$ cat src/rtl/id_ex_stage.sv
// ID/EX pipeline register for the RV32I core: captures decoded fields, resolves
// operand forwarding from EX/MEM and MEM/WB, and stalls decode on load-use hazards.
module id_ex_stage #(
  parameter int          XLEN   = 32,
  parameter logic [4:0]  NOP_OP = 5'b00000
) (
  input  logic            clk,
  input  logic            rstn,
  input  logic            id_valid,
  output logic            id_ready,
  input  logic [XLEN-1:0] id_pc,
  input  logic [XLEN-1:0] id_rs1_data,
  input  logic [XLEN-1:0] id_rs2_data,
  input  logic [XLEN-1:0] id_imm,
  input  logic [4:0]      id_rs1,
  input  logic [4:0]      id_rs2,
  input  logic [4:0]      id_rd,
  input  logic [4:0]      id_alu_op,
  input  logic            id_src0_sel,
  input  logic            id_src1_sel,
  input  logic            id_we,
  input  logic            id_mem_rd,
  input  logic            flush,
  input  logic            exmem_we,
  input  logic [4:0]      exmem_rd,
  input  logic [XLEN-1:0] exmem_res,
  input  logic            memwb_we,
  input  logic [4:0]      memwb_rd,
  input  logic [XLEN-1:0] memwb_res,
  output logic            ex_valid,
  output logic [XLEN-1:0] alu_src0,
  output logic [XLEN-1:0] alu_src1,
  output logic [4:0]      alu_op,
  output logic [4:0]      ex_rd,
  output logic            ex_we,
  output logic            ex_mem_rd,
  output logic [XLEN-1:0] ex_rs2_fwd
);

  logic            r_valid_p1;
  logic [XLEN-1:0] r_pc_p1;
  logic [XLEN-1:0] r_rs1_data_p1;
  logic [XLEN-1:0] r_rs2_data_p1;
  logic [XLEN-1:0] r_imm_p1;
  logic [4:0]      r_rs1_p1;
  logic [4:0]      r_rs2_p1;
  logic [4:0]      r_rd_p1;
  logic [4:0]      r_alu_op_p1;
  logic            r_src0_sel_p1;
  logic            r_src1_sel_p1;
  logic            r_we_p1;
  logic            r_mem_rd_p1;

  logic            w_load_use;
  logic [XLEN-1:0] w_fwd_rs1;
  logic [XLEN-1:0] w_fwd_rs2;

  // EX/MEM wins over MEM/WB because it carries the younger result; x0 is hardwired zero.
  function automatic logic [XLEN-1:0] f_fwd(
    input logic [4:0]      rs,
    input logic [XLEN-1:0] reg_val,
    input logic            em_we,
    input logic [4:0]      em_rd,
    input logic [XLEN-1:0] em_res,
    input logic            mw_we,
    input logic [4:0]      mw_rd,
    input logic [XLEN-1:0] mw_res
  );
    if (em_we && (em_rd == rs) && (rs != 5'd0))
      return em_res;
    else if (mw_we && (mw_rd == rs) && (rs != 5'd0))
      return mw_res;
    else
      return reg_val;
  endfunction

  assign w_load_use = r_valid_p1 & r_mem_rd_p1 & (r_rd_p1 != 5'd0) & id_valid &
                      ((r_rd_p1 == id_rs1) | (r_rd_p1 == id_rs2));
  assign id_ready   = ~w_load_use;

  // ---- ID -> EX boundary ----
  always_ff @(posedge clk or negedge rstn) begin
    if (!rstn) begin
      r_valid_p1    <= 1'b0;
      r_pc_p1       <= '0;
      r_rs1_data_p1 <= '0;
      r_rs2_data_p1 <= '0;
      r_imm_p1      <= '0;
      r_rs1_p1      <= 5'd0;
      r_rs2_p1      <= 5'd0;
      r_rd_p1       <= 5'd0;
      r_alu_op_p1   <= NOP_OP;
      r_src0_sel_p1 <= 1'b0;
      r_src1_sel_p1 <= 1'b0;
      r_we_p1       <= 1'b0;
      r_mem_rd_p1   <= 1'b0;
    end else if (flush || w_load_use) begin
      r_valid_p1  <= 1'b0;
      r_we_p1     <= 1'b0;
      r_mem_rd_p1 <= 1'b0;
      r_alu_op_p1 <= NOP_OP;
    end else if (id_valid) begin
      r_valid_p1    <= 1'b1;
      r_pc_p1       <= id_pc;
      r_rs1_data_p1 <= id_rs1_data;
      r_rs2_data_p1 <= id_rs2_data;
      r_imm_p1      <= id_imm;
      r_rs1_p1      <= id_rs1;
      r_rs2_p1      <= id_rs2;
      r_rd_p1       <= id_rd;
      r_alu_op_p1   <= id_alu_op;
      r_src0_sel_p1 <= id_src0_sel;
      r_src1_sel_p1 <= id_src1_sel;
      r_we_p1       <= id_we;
      r_mem_rd_p1   <= id_mem_rd;
    end else begin
      r_valid_p1 <= 1'b0;
    end
  end

  assign w_fwd_rs1 = f_fwd(r_rs1_p1, r_rs1_data_p1, exmem_we, exmem_rd, exmem_res,
                           memwb_we, memwb_rd, memwb_res);
  assign w_fwd_rs2 = f_fwd(r_rs2_p1, r_rs2_data_p1, exmem_we, exmem_rd, exmem_res,
                           memwb_we, memwb_rd, memwb_res);

  assign ex_valid   = r_valid_p1;
  assign alu_src0   = r_src0_sel_p1 ? r_pc_p1  : w_fwd_rs1;
  assign alu_src1   = r_src1_sel_p1 ? r_imm_p1 : w_fwd_rs2;
  assign ex_rs2_fwd = w_fwd_rs2;
  assign alu_op     = r_valid_p1 ? r_alu_op_p1 : NOP_OP;
  assign ex_rd      = r_rd_p1;
  assign ex_we      = r_valid_p1 & r_we_p1;
  assign ex_mem_rd  = r_valid_p1 & r_mem_rd_p1;

endmodule

$ cat config.mk
export PLATFORM = sky130hd
export DESIGN_NAME = id_ex_stage
export DESIGN_NICKNAME = d
export VERILOG_FILES = /design/src/rtl/id_ex_stage.sv
export SDC_FILE = /design/constraint.sdc
export NUM_CORES = 1
export LEC_CHECK = 0
export ABC_AREA = 1
export BUFFER_PORTS_ARGS = -buffer_cell sky130_fd_sc_hd__buf_2
export CAP_MARGIN = 5
export CORE_MARGIN = 1.5
export CORE_UTILIZATION = 49
export CTS_CLUSTER_DIAMETER = 200
export DETAILED_ROUTE_END_ITERATION = 12
export PLACE_DENSITY = 0.78
export SLEW_MARGIN = 0
export SYNTH_ARGS = -nofsm -noshare
export SYNTH_HDL_FRONTEND = slang
export SYNTH_SLANG_ARGS = --single-unit
$ cat constraint.sdc
create_clock -name clk -period 2.3 [get_ports clk]
set_input_delay 0.46 -clock clk [delete_from_list [all_inputs] [get_ports clk]]
set_output_delay 0.46 -clock clk [all_outputs]
set_load 0.005 [all_outputs]
==> metrics.md, run 1 <==
| Metric | Value |
|---|---|
| Outcome | finished, violations left |
| Violated checks | negative setup slack |
| Die area | 19900 um2 |
| Post-DRT Antenna Nets | 0 |
| Synth Instances | 1412 |
| Avg WL per Cell | 18.2 um |
| Startpoint Class | register |
| Critical Path AT | 2.10 ns |
| Dpl cells | 1934 |
| Cell Rows | 50 |
| Mapped Nets | 1644 |
| Clock buffer depth | 2 |
| Final Max Tran Viols | 0 |
| Setup violators final | 96 |
| Final WS setup | -0.263 ns |
| Via count | 10900 |
| Initial antenna violation count | 10 |
| Total Routing Usage GR | 34.2% |
| Routability cong. | 0.962 |
| Detail Route met2 WL | 16.9 mm |
| Delay-heaviest family, CP | simple AND/OR/NAND/NOR gates |
| Maximum clock rate | 390 MHz |
| Max-Cap Viols | 0 |
| Period minus WS final | 2.56 ns |
| Layout Nets | 1966 |
| Met3 routed WL | 3.36 mm |
| Share of cells above drive strength 1 | 30.6% |
| Crit share post-route | 111% |
| Vias in the first global route | 9947 |
| Port Buffers | 341 |
| Chip height | 141 um |
| CP max-delay cell | dfrtp_1 |
| Die W | 141 um |
| Placed cell area | 11500 um2 |
| Num CTS Buffers | 17 |
| Data required time of the worst path | 1.84 ns |
| Largest net degree at the start of global routing | 66 |
| Yosys reg bits | 153 |
| CP Buf/Inv Count | 4 |
| Initial Util | 50.0% |
| Clock transition at the registers of the reported paths | 0.07 ns |
| Worst R2R Setup Slack | 0.45 ns |
| Final wirelength | 36.2 mm |
| Clock sinks | 153 |
| TritonCTS clock tree | yes |
| Ordered list of cells on the worst path | inv_2, nand2_1, nand2_1, nand2_2, nor2_4, buf_6, clkbuf_16, nand3_1, nand3_1, nand3_1, nand2_1, buf_2 |
| Vias per cell | 5.48 |
| Peak supply drop | 0.497 mV |
| Warnings from Yosys | 0 |
| Most frequent cells in the layout | nand2_1 (611), buf_2 (339), nand3_1 (303) |
| # IOs | 342 |
| Setup CP Type | register to output port |
| Drt initial violations | 1071 |
| Finished Layout Cells | 1989 |
| Layout Utilization | 68.7% |
| Clock skew | 0.0114 ns |
| CTS HTree Levels | 4 |
| Worst path max stage delay | 0.42 ns |
| Root Buffer | clkbuf_16 |
| First-pass GRT wire length | 52.7 mm |
| Core Region | 18700 um2 |
| Synth Cell Area | 9350 um2 |
| CP endpoint kind | output port |
| Fin area | 12900 um2 |
| DRT Pass-1 Iters | 6 |
| Wl on met1 | 14.4 mm |
| DP HPWL | 25.3 mm |
| DRC | 0 |
| Distinct cell type count after synthesis | 22 |
| Hold Slack | 0.250 ns |
| Least-Margin Pin Slew | 0.415 ns |
| Avg Cell Area, Syn | 6.62 um2 |
| Area delta synth->final | 37.5% |
| Unrepaired setup endpoints after global routing | yes |
| GR Overflow Total | 0 |
| DR top layer | met5 |
| Final hold vios | 0 |
| Pleak | 7.62 nW |
| Clk_lat worst skew | 0.43 ns |
| Min-delay worst type | input pin to register |
| Slew HR | 72.3% |
| Sequential-to-total area share from yosys stat | 41.0% |
| Pwr/cell area | 672 nW/um2 |
| Crit-path max FO | 8 |
| Most common cell after layout, fill and taps aside | nand2_1 |
-- worst reg2reg max path, delay by kind of cell (launching register included) --
family | cells | cell delay [ns]
buffers and inverters | 2 | 0.44
XOR/XNOR | 1 | 0.19
flip-flops | 1 | 0.45
AND/OR/NAND/NOR | 6 | 0.64
-- what timing repair did --
action	in CTS	in global routing
hold buffers	1	0
setup endpoints to repair	96	96
gates resized for setup	15	113
hold endpoints to repair	23	0
setup buffers	1	4
pin swaps	1	47
cloned	1	8
-- cells by family after synthesis --
logic type	synth area share, %
AO/OA/AOI/OAI	0.134
buffers and inverters	9.44
flip-flops	41.0
XOR/XNOR	1.41
AND/OR/NAND/NOR	48.1
-- worst paths after layout --
kind / depth (start not counted) / endpoint / from
worst max-delay path: 12 / alu_src1[0] / r_rs2_p1[2]$_DFFE_PN0P_
worst min-delay path: 3 / r_we_p1$_DFFE_PN0P_ / id_we
worst max register to register: 9 / r_imm_p1[25]$_DFFE_PN0P_ / ex_rd[3]$_DFFE_PN0P_
worst min register to register: 2 / r_imm_p1[27]$_DFFE_PN0P_ / r_imm_p1[27]$_DFFE_PN0P_
max in group asynchronous: 3 / r_imm_p1[21]$_DFFE_PN0P_ / rstn
min in group asynchronous: 2 / r_rs2_p1[0]$_DFFE_PN0P_ / rstn
-- sequential cells by signal, indices dropped and copies added (netlist names) --
name / cells
r_src0_sel_p1: 1
ex_rd: 5
r_rs1_data_p1: 32
r_rs2_p1: 5
r_src1_sel_p1: 1
r_rs2_data_p1: 32
r_mem_rd_p1: 1
r_we_p1: 1
r_pc_p1: 32
r_alu_op_p1: 5
r_rs1_p1: 5
ex_valid: 1
r_imm_p1: 32
-- where the power goes --
part           switching [mW]  total (mW)  internal [mW]
Clock                    1.24        2.87           1.63
Sequential              0.240        3.26           3.02
Combinational            1.45        2.51           1.06
-- cell usage after synthesis, drive strengths merged --
| cell | number | area share (%) |
|---|---|---|
| nand2 | 641 | 26 |
| nand3 | 354 | 19 |
| dfrtp | 153 | 41 |
| inv | 96 | 3.9 |
| buf | 64 | 4.3 |
| and2 | 32 | 2.1 |
| clkbuf | 31 | 1.2 |
| nor2 | 19 | 0.87 |
| xor2 | 8 | 0.75 |
| xnor2 | 7 | 0.66 |
| nand4 | 2 | 0.13 |
| or2 | 2 | 0.13 |
| a21oi | 1 | 0.053 |
| nor3 | 1 | 0.053 |
| o211ai | 1 | 0.080 |
-- metal layers --
metal  vias up  global-route usage, %
li1       5104                      -
met1      5060                   46.0
met2       636                   52.5
met3       102                   7.78
met4         4                   16.3
met5         -                      0
-- stage by stage --
step / worst slack (ns) / setup TNS (ns) / power, mW
2_1_floorplan: 0.393 / 0 / 4.44
3_3_place_gp: 0.0397 / 0 / 5.46
3_5_place_dp: 0.0294 / 0 / 5.51
4_1_cts: -0.254 / -19.20 / 8.39
5_1_grt: -0.386 / -32.23 / 9.04
6_report: -0.263 / -21.54 / 8.64
-- layout make-up --
type                       count  area, um2
inverter                      96        360
sequential                   153       3830
multi-input combinational   1068       5100
timing repair buffer         398       2660
fill                        1653       5850
clock buffer                  17        425
antenna                        8       20.0
clock inverter                15        163
tap                          234        293
(Power assumes the default switching activity.)
==> inputs of run 2 (changes only) <==
- GPL_TIMING_DRIVEN: not set -> 0
- clock period: 2.3 -> 3.2 ns (I/O delays scaled with it)
==> metrics.md, run 2 (synthesis gave the netlist of run 1 again) <==
| Metric | Value |
|---|---|
| Outcome | finished clean (was finished, violations left) |
| Share of cells above drive strength 1 | 25.1% (was 30.6%) |
| Ordered list of cells on the worst path | or2_0, nor2_1, nor2_2, nand2_1, buf_2, nand2_1, nand3_1, nand2_1, nand2_1, buf_2 (was inv_2, nand2_1, nand2_1, nand2_2, nor2_4, buf_6, clkbuf_16, nand3_1, nand3_1, nand3_1, nand2_1, buf_2) |
| Setup CP Type | register to output port (unchanged) |
| Post-DRT Antenna Nets | 0 (unchanged) |
| Finished Layout Cells | 2027 (was 1989) |
| Min-delay worst type | input pin to async pin (was input pin to register) |
| GR peak layer | met2 (unchanged) |
| Final wirelength | 34.8 mm (was 36.2 mm) |
| Pleak | 7.18 nW (was 7.62 nW) |
| Num CTS Buffers | 17 (unchanged) |
| Via count | 10700 (was 10900) |
| Cell Rows | 50 (unchanged) |
| Chip height | 141 um (unchanged) |
| Fillers | 1763 (was 1653) |
| Data required time of the worst path | 2.56 ns (was 1.84 ns) |
| M2 GR Usage | 55.5% (was 52.5%) |
| Largest net degree at the start of global routing | 84 (was 66) |
| Worst path max stage delay | 0.43 ns (was 0.42 ns) |
| Most used cell, CP | nand2_1 |
| Total Routing Usage GR | 34.9% (was 34.2%) |
| Initial antenna violation count | 7 (was 10) |
| Multi-input logic area | 4680 um2 (was 5100 um2) |
| Met1 usage | 45.8% (was 46.0%) |
| CTS Hold Buffers Added | 0 (was 1) |
| Slew HR | 52.4% (was 72.3%) |
| Die W | 141 um (unchanged) |
| DRT Pass-1 Iters | 6 (unchanged) |
| CP max-delay cell | dfrtp_1 (unchanged) |
| Dpl cells | 1988 (was 1934) |
| Area delta synth->final | 28.4% (was 37.5%) |
| Met3 Usage GRT | 7.61% (was 7.78%) |
| Setup violators final | 0 (was 96) |
| Initial Util | 50.0% (unchanged) |
| Maximum clock rate | 321 MHz |
| Total Power | 5.89 mW (was 8.64 mW) |
| Drt initial violations | 1137 (was 1071) |
| Pwr/cell area | 490 nW/um2 (was 672 nW/um2) |
| TritonCTS clock tree | yes (unchanged) |
| Hold Slack | 0.189 ns (was 0.250 ns) |
| Vias in the first global route | 9865 (was 9947) |
| Period minus WS final | 3.12 ns |
| Core Region | 18700 um2 (unchanged) |
| Root Buffer | clkbuf_16 (unchanged) |
| Max-Cap Viols | 0 (unchanged) |
| Clock sinks | 153 (unchanged) |
| CTS HTree Levels | 4 (unchanged) |
| DP HPWL | 27.1 mm (was 25.3 mm) |
| Port Buffers | 341 (unchanged) |
| Startpoint Class | register (unchanged) |
| Register area | 3830 um2 (about the same) |
| GR Overflow Total | 0 (unchanged) |
| Clock transition at the registers of the reported paths | 0.06 ns (was 0.07 ns) |
| CP endpoint kind | output port (unchanged) |
| Final Max Tran Viols | 0 (unchanged) |
| DRC | 0 (unchanged) |
| Routability cong. | 0.926 (was 0.962) |
| Peak supply drop | 0.325 mV (was 0.497 mV) |
| First-pass GRT wire length | 52.6 mm (was 52.7 mm) |
| Unrepaired setup endpoints after global routing | no (was yes) |
| Setup TNS | 0 ns (was -21.54 ns) |
| Die area | 19900 um2 (unchanged) |
| Crit share post-route | 97.4% |
| Crit-path max FO | 10 (was 8) |
| Most frequent cells in the layout | nand2_1 (637), buf_2 (376), nand3_1 (354) (was nand2_1 (611), buf_2 (339), nand3_1 (303)) |
| Layout Utilization | 64.2% (was 68.7%) |
| # IOs | 342 (unchanged) |
| Critical Path AT | 2.48 ns (was 2.10 ns) |
| Avg WL per Cell | 17.1 um (was 18.2 um) |
| Vias per cell | 5.29 (was 5.48) |
| Clock buffer depth | 2 (unchanged) |
| Most common cell after layout, fill and taps aside | nand2_1 (unchanged) |
| Clk_lat worst skew | 0.43 ns (about the same) |
| Final hold vios | 0 (unchanged) |
| Clock skew | 0.00830 ns (was 0.0114 ns) |
| Layout Nets | 2006 (was 1966) |
| Least-Margin Pin Slew | 0.713 ns (was 0.415 ns) |
==> run 2: layer usage <==
metal / share of wire [%] / wire length, um
met1: 41 / 14100
met2: 47 / 16300
met3: 9.0 / 3130
met4: 3.3 / 1140
met5: 0.037 / 13
==> run 2: area by class of cell <==
class | count | share of cell area (%)
multi-input cells | 1068 | 39.0
flip-flops and latches | 153 | 31.9
repair buffers | 343 | 14.6
plain buffers | 95 | 4.36
clock buffers | 20 | 3.64
inverters | 96 | 3.03
well taps | 234 | 2.44
clock inverters | 12 | 0.969
diodes | 6 | 0.125
==> run 2: worst max-delay path, delay by kind of cell, from the launching register on <==
| family | cells | cell delay (ns) |
|---|---|---|
| simple gates | 8 | 1.22 |
| flops | 1 | 0.43 |
| buf+inv | 2 | 0.39 |
==> run 2: where the power goes <==
| part | internal [mW] | switching [mW] | leakage [nW] |
|---|---|---|---|
| combinational | 0.650 | 0.982 | 5.02 |
| sequential | 2.17 | 0.159 | 1.90 |
| clock | 1.08 | 0.847 | 0.266 |
| total | 3.90 | 1.99 | 7.18 |
==> run 2: path summary, 6_finish.rpt <==
check,cells after the start,slack (ns),to,from
max reg2reg,8,1.10,r_imm_p1[11]$_DFFE_PN0P_,ex_rd[2]$_DFFE_PN0P_
min reg2reg,2,0.47,r_rs1_data_p1[12]$_DFFE_PN0P_,r_rs1_data_p1[12]$_DFFE_PN0P_
max,10,0.08,alu_src0[11],r_rs1_p1[4]$_DFFE_PN0P_
max in group asynchronous,2,2.13,r_rs2_data_p1[26]$_DFFE_PN0P_,rstn
min in group clk,3,0.43,r_we_p1$_DFFE_PN0P_,id_we
min,1,0.19,r_rs1_p1[3]$_DFFE_PN0P_,rstn
==> run 2: what timing repair did <==
action	in CTS	in global routing
pin swaps	0	2
endpoints found under the setup margin	38	90
resized for setup	4	10
gates cloned	0	0
setup buffers	0	1
endpoints found under the hold margin	0	0
==> run 2: through the flow <==
| step | instance area, um2 | setup WS (ns) |
|---|---|---|
| CTS | 11900 | 0.0349 |
| detailed placement | 11400 | -0.115 |
| floorplan | 9350 | 0.933 |
| finish | 12000 | 0.0829 |
| global route | 12000 | 0.0264 |
| global placement | 11300 | -0.801 |
